File: config.mk
export PLATFORM = sky130hd
export DESIGN_NAME = spi_ram_slave_param_flat
export DESIGN_NICKNAME = d
export VERILOG_FILES = /design/src/rtl/spi_ram_slave_param_pkg.sv /design/src/rtl/spi_ram_slave_param_if.sv /design/src/rtl/spi_ram_slave_param_spr.sv /design/src/rtl/spi_ram_slave_param.sv /design/src/flat_wrapper.sv
export SDC_FILE = /design/constraint.sdc
export NUM_CORES = 2
export LEC_CHECK = 0
export CAP_MARGIN = 10
export CORE_UTILIZATION = 55
export CTS_BUF_LIST = sky130_fd_sc_hd__clkbuf_8 sky130_fd_sc_hd__clkbuf_16
export DETAILED_ROUTE_END_ITERATION = 8
export PLACE_DENSITY_LB_ADDON = 0.08
export REMOVE_ABC_BUFFERS = 1
export SYNTH_ARGS = -nofsm -noshare
export SYNTH_HDL_FRONTEND = slang
export SYNTH_HIERARCHICAL = 1
export SYNTH_SLANG_ARGS = --single-unit
File: constraint.sdc
create_clock -name clk -period 5.2 [get_ports clk]
set_clock_uncertainty 0.15 [all_clocks]
set_input_delay 1.56 -clock clk [delete_from_list [all_inputs] [get_ports clk]]
set_output_delay 1.56 -clock clk [all_outputs]
set_load 0.05 [all_outputs]
File: src/rtl/spi_ram_slave_param_pkg.sv
// Shared definitions for the parametrised SPI RAM slave: command codes,
// FSM state encoding and the payload-width helper.
package spi_ram_pkg;

  localparam logic [1:0] CMD_WR_ADDR = 2'b00;
  localparam logic [1:0] CMD_WR_DATA = 2'b01;
  localparam logic [1:0] CMD_RD_ADDR = 2'b10;
  localparam logic [1:0] CMD_RD_DATA = 2'b11;

  typedef enum logic [2:0] {
    ST_IDLE      = 3'd0,
    ST_CHK_CMD   = 3'd1,
    ST_RX        = 3'd2,
    ST_READ_WAIT = 3'd3,
    ST_TX        = 3'd4
  } state_e;

  // Payload length is wide enough to carry either an address or a data word.
  function automatic int calc_payload_w(input int addr_w, input int data_w);
    return (addr_w > data_w) ? addr_w : data_w;
  endfunction

endpackage

File: src/rtl/spi_ram_slave_param_if.sv
// SPI pin bundle between a master (host/bench) and the RAM slave.
interface spi_ram_slave_param_if;
  logic SS_n;
  logic MOSI;
  logic MISO;
  logic busy;
  logic err;

  modport master (output SS_n, output MOSI, input MISO, input busy, input err);
  modport slave  (input SS_n, input MOSI, output MISO, output busy, output err);
endinterface

File: src/rtl/spi_ram_slave_param_spr.sv
// Single-port RAM with synchronous write and registered read data.
module spr_param #(
  parameter int DATA_WIDTH = 8,
  parameter int ADDR_WIDTH = 8,
  parameter int MEM_DEPTH  = 256
) (
  input  logic                  clk,
  input  logic                  we,
  input  logic [ADDR_WIDTH-1:0] addr,
  input  logic [DATA_WIDTH-1:0] din,
  output logic [DATA_WIDTH-1:0] dout
);

  logic [DATA_WIDTH-1:0] r_mem [MEM_DEPTH];

  always_ff @(posedge clk) begin
    if (we) r_mem[addr] <= din;
    else    dout        <= r_mem[addr];
  end

endmodule

File: src/rtl/spi_ram_slave_param.sv
// SPI slave decoding 2-bit command frames into RAM pointer/data accesses,
// with auto-increment, SS_n bursts and a sticky out-of-range flag.
module spi_ram_slave_param
  import spi_ram_pkg::*;
#(
  parameter int DATA_WIDTH = 8,
  parameter int ADDR_WIDTH = 8,
  parameter int MEM_DEPTH  = 256,
  parameter int AUTO_INC   = 1
) (
  input logic                  clk,
  input logic                  rst,
  spi_ram_slave_param_if.slave spi
);

  localparam int P       = calc_payload_w(ADDR_WIDTH, DATA_WIDTH);
  localparam int FRAME_W = P + 2;
  localparam int CNT_W   = $clog2(FRAME_W + 1);
  localparam logic [ADDR_WIDTH:0]   DEPTH_X   = (ADDR_WIDTH + 1)'(MEM_DEPTH);
  localparam logic [ADDR_WIDTH-1:0] LAST_ADDR = ADDR_WIDTH'(MEM_DEPTH - 1);

  state_e                  r_state, w_state_nxt;
  logic [FRAME_W-2:0]      r_shift;
  logic [CNT_W-1:0]        r_cnt;
  logic [ADDR_WIDTH-1:0]   r_wr_ptr, r_rd_ptr;
  logic [DATA_WIDTH-1:0]   r_tx;
  logic                    r_miso, r_err;

  logic [FRAME_W-1:0]      w_frame;
  logic [1:0]              w_cmd;
  logic [ADDR_WIDTH-1:0]   w_addr, w_ram_addr;
  logic [DATA_WIDTH-1:0]   w_data, w_dout;
  logic                    w_last_bit, w_last_tx, w_addr_bad, w_exec, w_we;

  function automatic logic [ADDR_WIDTH-1:0] ptr_adv(input logic [ADDR_WIDTH-1:0] p);
    if (AUTO_INC == 0)     return p;
    if (p == LAST_ADDR)    return '0;
    return p + 1'b1;
  endfunction

  assign w_frame    = {r_shift, spi.MOSI};
  assign w_cmd      = w_frame[FRAME_W-1 -: 2];
  assign w_addr     = w_frame[ADDR_WIDTH-1:0];
  assign w_data     = w_frame[DATA_WIDTH-1:0];
  assign w_last_bit = (r_cnt == CNT_W'(FRAME_W - 1));
  assign w_last_tx  = (r_cnt == CNT_W'(DATA_WIDTH - 1));
  assign w_addr_bad = ({1'b0, w_addr} >= DEPTH_X);
  assign w_we       = w_exec && (w_cmd == CMD_WR_DATA);
  // Only data writes use the write pointer; every other cycle prefetches at rd_ptr.
  assign w_ram_addr = w_we ? r_wr_ptr : r_rd_ptr;

  always_ff @(posedge clk) begin
    if (rst) r_state <= ST_IDLE;
    else     r_state <= w_state_nxt;
  end

  always_comb begin
    w_state_nxt = r_state;
    w_exec      = 1'b0;
    case (r_state)
      ST_IDLE:      if (!spi.SS_n) w_state_nxt = ST_CHK_CMD;
      ST_CHK_CMD:   w_state_nxt = spi.SS_n ? ST_IDLE : ST_RX;
      ST_RX: begin
        if (spi.SS_n) begin
          w_state_nxt = ST_IDLE;
        end else if (w_last_bit) begin
          w_exec      = 1'b1;
          w_state_nxt = (w_cmd == CMD_RD_DATA) ? ST_READ_WAIT : ST_CHK_CMD;
        end
      end
      ST_READ_WAIT: w_state_nxt = spi.SS_n ? ST_IDLE : ST_TX;
      ST_TX: begin
        if (spi.SS_n)       w_state_nxt = ST_IDLE;
        else if (w_last_tx) w_state_nxt = ST_CHK_CMD;
      end
      default:      w_state_nxt = ST_IDLE;
    endcase
  end

  always_ff @(posedge clk) begin
    if (rst) begin
      r_shift  <= '0;
      r_cnt    <= '0;
      r_wr_ptr <= '0;
      r_rd_ptr <= '0;
      r_miso   <= 1'b0;
      r_err    <= 1'b0;
    end else begin
      r_miso <= 1'b0;
      case (r_state)
        ST_CHK_CMD: if (!spi.SS_n) begin
          r_shift <= {r_shift[FRAME_W-3:0], spi.MOSI};
          r_cnt   <= CNT_W'(1);
        end
        ST_RX: begin
          if (!spi.SS_n && !w_last_bit) begin
            r_shift <= {r_shift[FRAME_W-3:0], spi.MOSI};
            r_cnt   <= r_cnt + 1'b1;
          end
          if (w_exec) begin
            case (w_cmd)
              CMD_WR_ADDR: if (w_addr_bad) r_err <= 1'b1; else r_wr_ptr <= w_addr;
              CMD_WR_DATA: r_wr_ptr <= ptr_adv(r_wr_ptr);
              CMD_RD_ADDR: if (w_addr_bad) r_err <= 1'b1; else r_rd_ptr <= w_addr;
              default: ;
            endcase
          end
        end
        ST_READ_WAIT: if (!spi.SS_n) begin
          r_miso   <= w_dout[DATA_WIDTH-1];
          r_cnt    <= '0;
          r_rd_ptr <= ptr_adv(r_rd_ptr);
        end
        ST_TX: if (!spi.SS_n && !w_last_tx) begin
          r_miso <= r_tx[DATA_WIDTH-2];
          r_cnt  <= r_cnt + 1'b1;
        end
        default: ;
      endcase
    end
  end

  // Transmit shifter: loaded from the prefetched RAM word, then shifted MSB-first.
  always_ff @(posedge clk) begin
    if (r_state == ST_READ_WAIT) r_tx <= w_dout;
    else if (r_state == ST_TX)   r_tx <= r_tx << 1;
  end

  spr_param #(
    .DATA_WIDTH (DATA_WIDTH),
    .ADDR_WIDTH (ADDR_WIDTH),
    .MEM_DEPTH  (MEM_DEPTH)
  ) u_ram (
    .clk  (clk),
    .we   (w_we),
    .addr (w_ram_addr),
    .din  (w_data),
    .dout (w_dout)
  );

  assign spi.MISO = r_miso;
  assign spi.busy = (r_state != ST_IDLE);
  assign spi.err  = r_err;

endmodule

File: src/flat_wrapper.sv
// flat-port wrapper written by rule: the top's interface ports become plain ports
module spi_ram_slave_param_flat import spi_ram_pkg::*;
#(
  parameter int DATA_WIDTH = 8,
  parameter int ADDR_WIDTH = 8,
  parameter int MEM_DEPTH  = 256,
  parameter int AUTO_INC   = 1
)
  (clk, rst, spi_SS_n, spi_MOSI, spi_MISO, spi_busy, spi_err);
  spi_ram_slave_param_if spi_i ();
  input logic clk;
  input logic rst;
  input wire logic [$bits(spi_i.SS_n)-1:0] spi_SS_n;
  input wire logic [$bits(spi_i.MOSI)-1:0] spi_MOSI;
  output wire logic [$bits(spi_i.MISO)-1:0] spi_MISO;
  output wire logic [$bits(spi_i.busy)-1:0] spi_busy;
  output wire logic [$bits(spi_i.err)-1:0] spi_err;
  assign spi_i.SS_n = spi_SS_n;
  assign spi_i.MOSI = spi_MOSI;
  assign spi_MISO = spi_i.MISO;
  assign spi_busy = spi_i.busy;
  assign spi_err = spi_i.err;
  spi_ram_slave_param #(.DATA_WIDTH(DATA_WIDTH), .ADDR_WIDTH(ADDR_WIDTH), .MEM_DEPTH(MEM_DEPTH), .AUTO_INC(AUTO_INC)) u_core (.clk(clk), .rst(rst), .spi(spi_i));
endmodule
==> qor.yml <==
layout:
  final_nets: 4403
  final_common_cell: "edfxtp_1"
  final_core_util_pct: 64.73
  insertedDiodeCount: 0
  drive_gt1_share_pct: 31.78
  syn_to_final_growth_pct: 16.70
  layout_common_cells: "edfxtp_1, buf_4, mux4_2"
sta:
  final_hold_viol_count: 0
  slew_viol_final: 0
  fin_crit_ps: 5018
  rsz0062_at_grt: "no"
  slew_headroom_pct: 27.19
  timing.fmax_mhz: 199.3
  worst_slack_ps: 181.7
  fin_crit_sh_pct: 96.51
  fin_setup_tns_ps: 0
  finalSetupViolations: 0
  max_slew.worst_pin.slew_ps: 1092
worst_setup_path:
  worstPathArrival_ps: 5410
  reg2regPathDepth: 17
  crit_path_start_kind: "input port"
  worstSetupPathType: "input port to register"
  crit_family: "buffers and inverters"
  r2r_setup_slack_ps: 610
  critPathRequiredTime_ps: 5590
  cp_num_buf_inv: 7
  critPathMaxFanout: 16
  regToRegStartpoint: "u_core/r_cnt[1]$_SDFFE_PP0P_"
  crit_path_end: "u_core/u_ram/dout[3]$_DFFE_PN_"
  crit_path_end_kind: "register"
  crit_start: "spi_SS_n"
  crit_cells: 16
  cpPeakStageDelay_ps: 610
  timing.rr.end: "u_core/u_ram/dout[3]$_DFFE_PN_"
  path_cells: "clkdlybuf4s50_1 > nor2_1 > nand4_2 > buf_4 > nand2_1 > o21ai_4 > buf_4 > buf_12 > buf_12 > buf_12 > mux4_2 > a22oi_1 > a21oi_1 > o41ai_1 > buf_4 > nand4_1"
  slowest_stage: "o41ai_1"
routing:
  dr.pass1.iters: 6
  ant_nets: 0
  wl_met3_um: 14790
  wl_met1_um: 80410
  post_drt_wl_per_cell_um: 30.61
  wl_met2_um: 98140
  drt_iter0_markers: 4334
  topRoutingLayerUsed: "met4"
  wl_um: 198100
  vias: 41490
  drc: 0
  vias_per_cell: 6.413
pwr:
  power.internal_uw: 26510
  p_comb_share_pct: 0.5
  power_leakage_uw: 0.03073
  ir_worst_vdd_v: 0.0003003
  total_power_uw: 32690
  power_density_nw_per_um2: 346.1
  p_clk_share_pct: 43.4
  p_sw_share_pct: 18.89
  power_frac_seq_pct: 56.1
  switchingPower_uw: 6176
clock_tree:
  clk_pin_slew_worst_paths_ps: 60
  cts_buffers: 203
  clock_path_buffers: 3
  htreeDepth: 4
  postCtsHoldBufs: 0
  cts.sinks: 2096
  cts_tree: "yes"
  root_buffer: "clkbuf_16"
  clock_latency_ps: 820
die:
  coreArea_um2: 145900
  pin_count: 7
  fp.dieW_um: 385.6
  core.rowCount: 140
  die-area_um2: 148700
  chipHeight_um: 385.6
  start_util_pct: 55.47
synthesis:
  synth_cell_types: 59
  yosysSeqAreaShare_pct: 77.36
  synth_edf_count: 2063
  synthArstFlopShare_pct: 0
  syn_inst: 3823
  ys_ff_latch: 2096
  netlist_area_um2: 80940
  yosys_most_used_dff: "edfxtp_1"
  avgSynthCellArea_um2: 21.17
  synth_warnings: 6
placed_design:
  dpl_worst_slack_ps: -1128
  gp_congestion: 0.8613
  port_buffers: 5
  dpl.hpwl_um: 126200
grt:
  grt.total_usage_pct: 27.11
  grt_pass1_wl_um: 289100
  grt_remaining_overflow: 0
  grt_pass1_vias: 42110
  antenna_found_initial: 3
  grt_max_degree: 197
flow_run:
  cap_violations: 0
status:
  status: "finished clean"
worst_hold_path:
  hold_depth: 2
  hp-class: "register to register"
cell type report:
cell class                 instances  area [um2]
fill                            9579       51470
sequential                      2096       62640
multi-input combinational       1472       17220
inverter                           7       26.28
tap                             1917        2399
timing repair buffer             615        5719
clock inverter                   157        1292
clock buffer                     206        5155
registers in the layout, summed over array words and instances, names as in the netlist:
| register | cells |
|---|---|
| u_core/u_ram/r_mem | 2048 |
| u_core/r_shift | 9 |
| u_core/r_rd_ptr | 8 |
| u_core/r_wr_ptr | 8 |
| u_core/u_ram/dout | 8 |
| u_core/r_tx | 7 |
| u_core/r_cnt | 4 |
| u_core/r_state | 3 |
| u_core/spi.MISO | 1 |
routing by layer:
layer,vias to the layer above,GRT usage (%)
met2,1896,44.02
li1,17260,-
met3,285,4.298
met5,-,0
met1,22050,38.84
met4,0,7.012
synth_stat cells, types with 3 or more instances:
library cell | instances | area, um2
nand4b_1 | 3 | 26.28
a21o_1 | 3 | 22.52
buf_1 | 31 | 116.4
ha_1 | 4 | 50.05
nand3_1 | 25 | 125.1
nand2_1 | 58 | 217.7
and2_1 | 9 | 56.30
dfxtp_1 | 33 | 660.6
mux2_2 | 9 | 101.4
mux4_2 | 512 | 11530
o41ai_1 | 32 | 280.3
inv_1 | 7 | 26.28
nor3_1 | 32 | 160.2
edfxtp_1 | 2063 | 61950
o21ai_0 | 16 | 80.08
nor2b_1 | 14 | 87.58
mux2i_1 | 12 | 120.1
nor2_1 | 247 | 927.1
a21oi_1 | 146 | 730.7
nand2b_1 | 19 | 118.9
buf_4 | 14 | 105.1
clkbuf_1 | 148 | 555.5
nor4b_1 | 3 | 26.28
nand3b_1 | 3 | 22.52
buf_6 | 18 | 202.7
a31oi_1 | 4 | 25.02
and3_1 | 4 | 25.02
nor3b_1 | 3 | 22.52
nand4_1 | 14 | 87.58
buf_2 | 37 | 185.2
a211oi_1 | 10 | 75.07
a22oi_1 | 257 | 1929
kinds of logic (layout without fill, tap and decap cells):
kind of cell | Yosys count | after routing | share of synthesized area, %
mux | 533 | 533 | 14.52
xor+xnor | 1 | 1 | 0.01082
flops | 2096 | 2096 | 77.36
compound gates | 481 | 481 | 4.033
fa+ha+maj | 4 | 4 | 0.06184
other cells | 1 | 1 | 0.004633
buf+inv | 255 | 985 | 1.472
simple gates | 452 | 452 | 2.538
stage by stage:
step,hold WS [ps],instance area [um2],cells
2_1_floorplan,310.8,79770,3575
3_3_place_gp,347.0,87920,6100
6_report,367.2,94450,6470
3_5_place_dp,355.3,87930,6101
4_1_cts,369.0,94410,6464
5_1_grt,403.3,94450,6470
power by group through the flow:
stage	combinational, uW	clock [uW]	sequential (uW)
after global routing	170	15000	18300
after global placement	152	0	18700
after floorplan	119	0	18700
final	156	14200	18300
after detailed placement	160	0	18700
after CTS	160	14400	18300
what timing repair did:
action | in CTS | in global routing
pin swaps | 0 | 1
gates resized for setup | 4 | 0
setup buffers | 0 | 5
endpoints found under the setup margin | 4 | 6
how the worst min path moves through the flow:
stage	start	endpoint
floorplan	u_core/r_rd_ptr[6]$_SDFFE_PP0P_	u_core/r_rd_ptr[6]$_SDFFE_PP0P_
global placement	u_core/r_cnt[1]$_SDFFE_PP0P_	u_core/r_cnt[1]$_SDFFE_PP0P_
detailed placement	u_core/u_ram/dout[0]$_DFFE_PN_	u_core/r_tx[0]$_SDFFCE_PP0P_
CTS	u_core/r_cnt[1]$_SDFFE_PP0P_	u_core/r_cnt[1]$_SDFFE_PP0P_
global route	u_core/u_ram/dout[0]$_DFFE_PN_	u_core/r_tx[0]$_SDFFCE_PP0P_
finish	u_core/r_cnt[1]$_SDFFE_PP0P_	u_core/r_cnt[1]$_SDFFE_PP0P_
worst reg2reg max path: stages, from the launching register on:
cell and delay [ps]:
dfxtp_1 370, inv_1 60, ha_1 200, and3b_1 290, nand4_2 190, buf_4 210
nand2_1 110, o21ai_4 80, buf_4 220, buf_12 210, buf_12 240, buf_12 150
mux4_2 480, a22oi_1 250, a21oi_1 190, o41ai_1 620, buf_4 230, nand4_1 100
(Power assumes the default switching activity.)
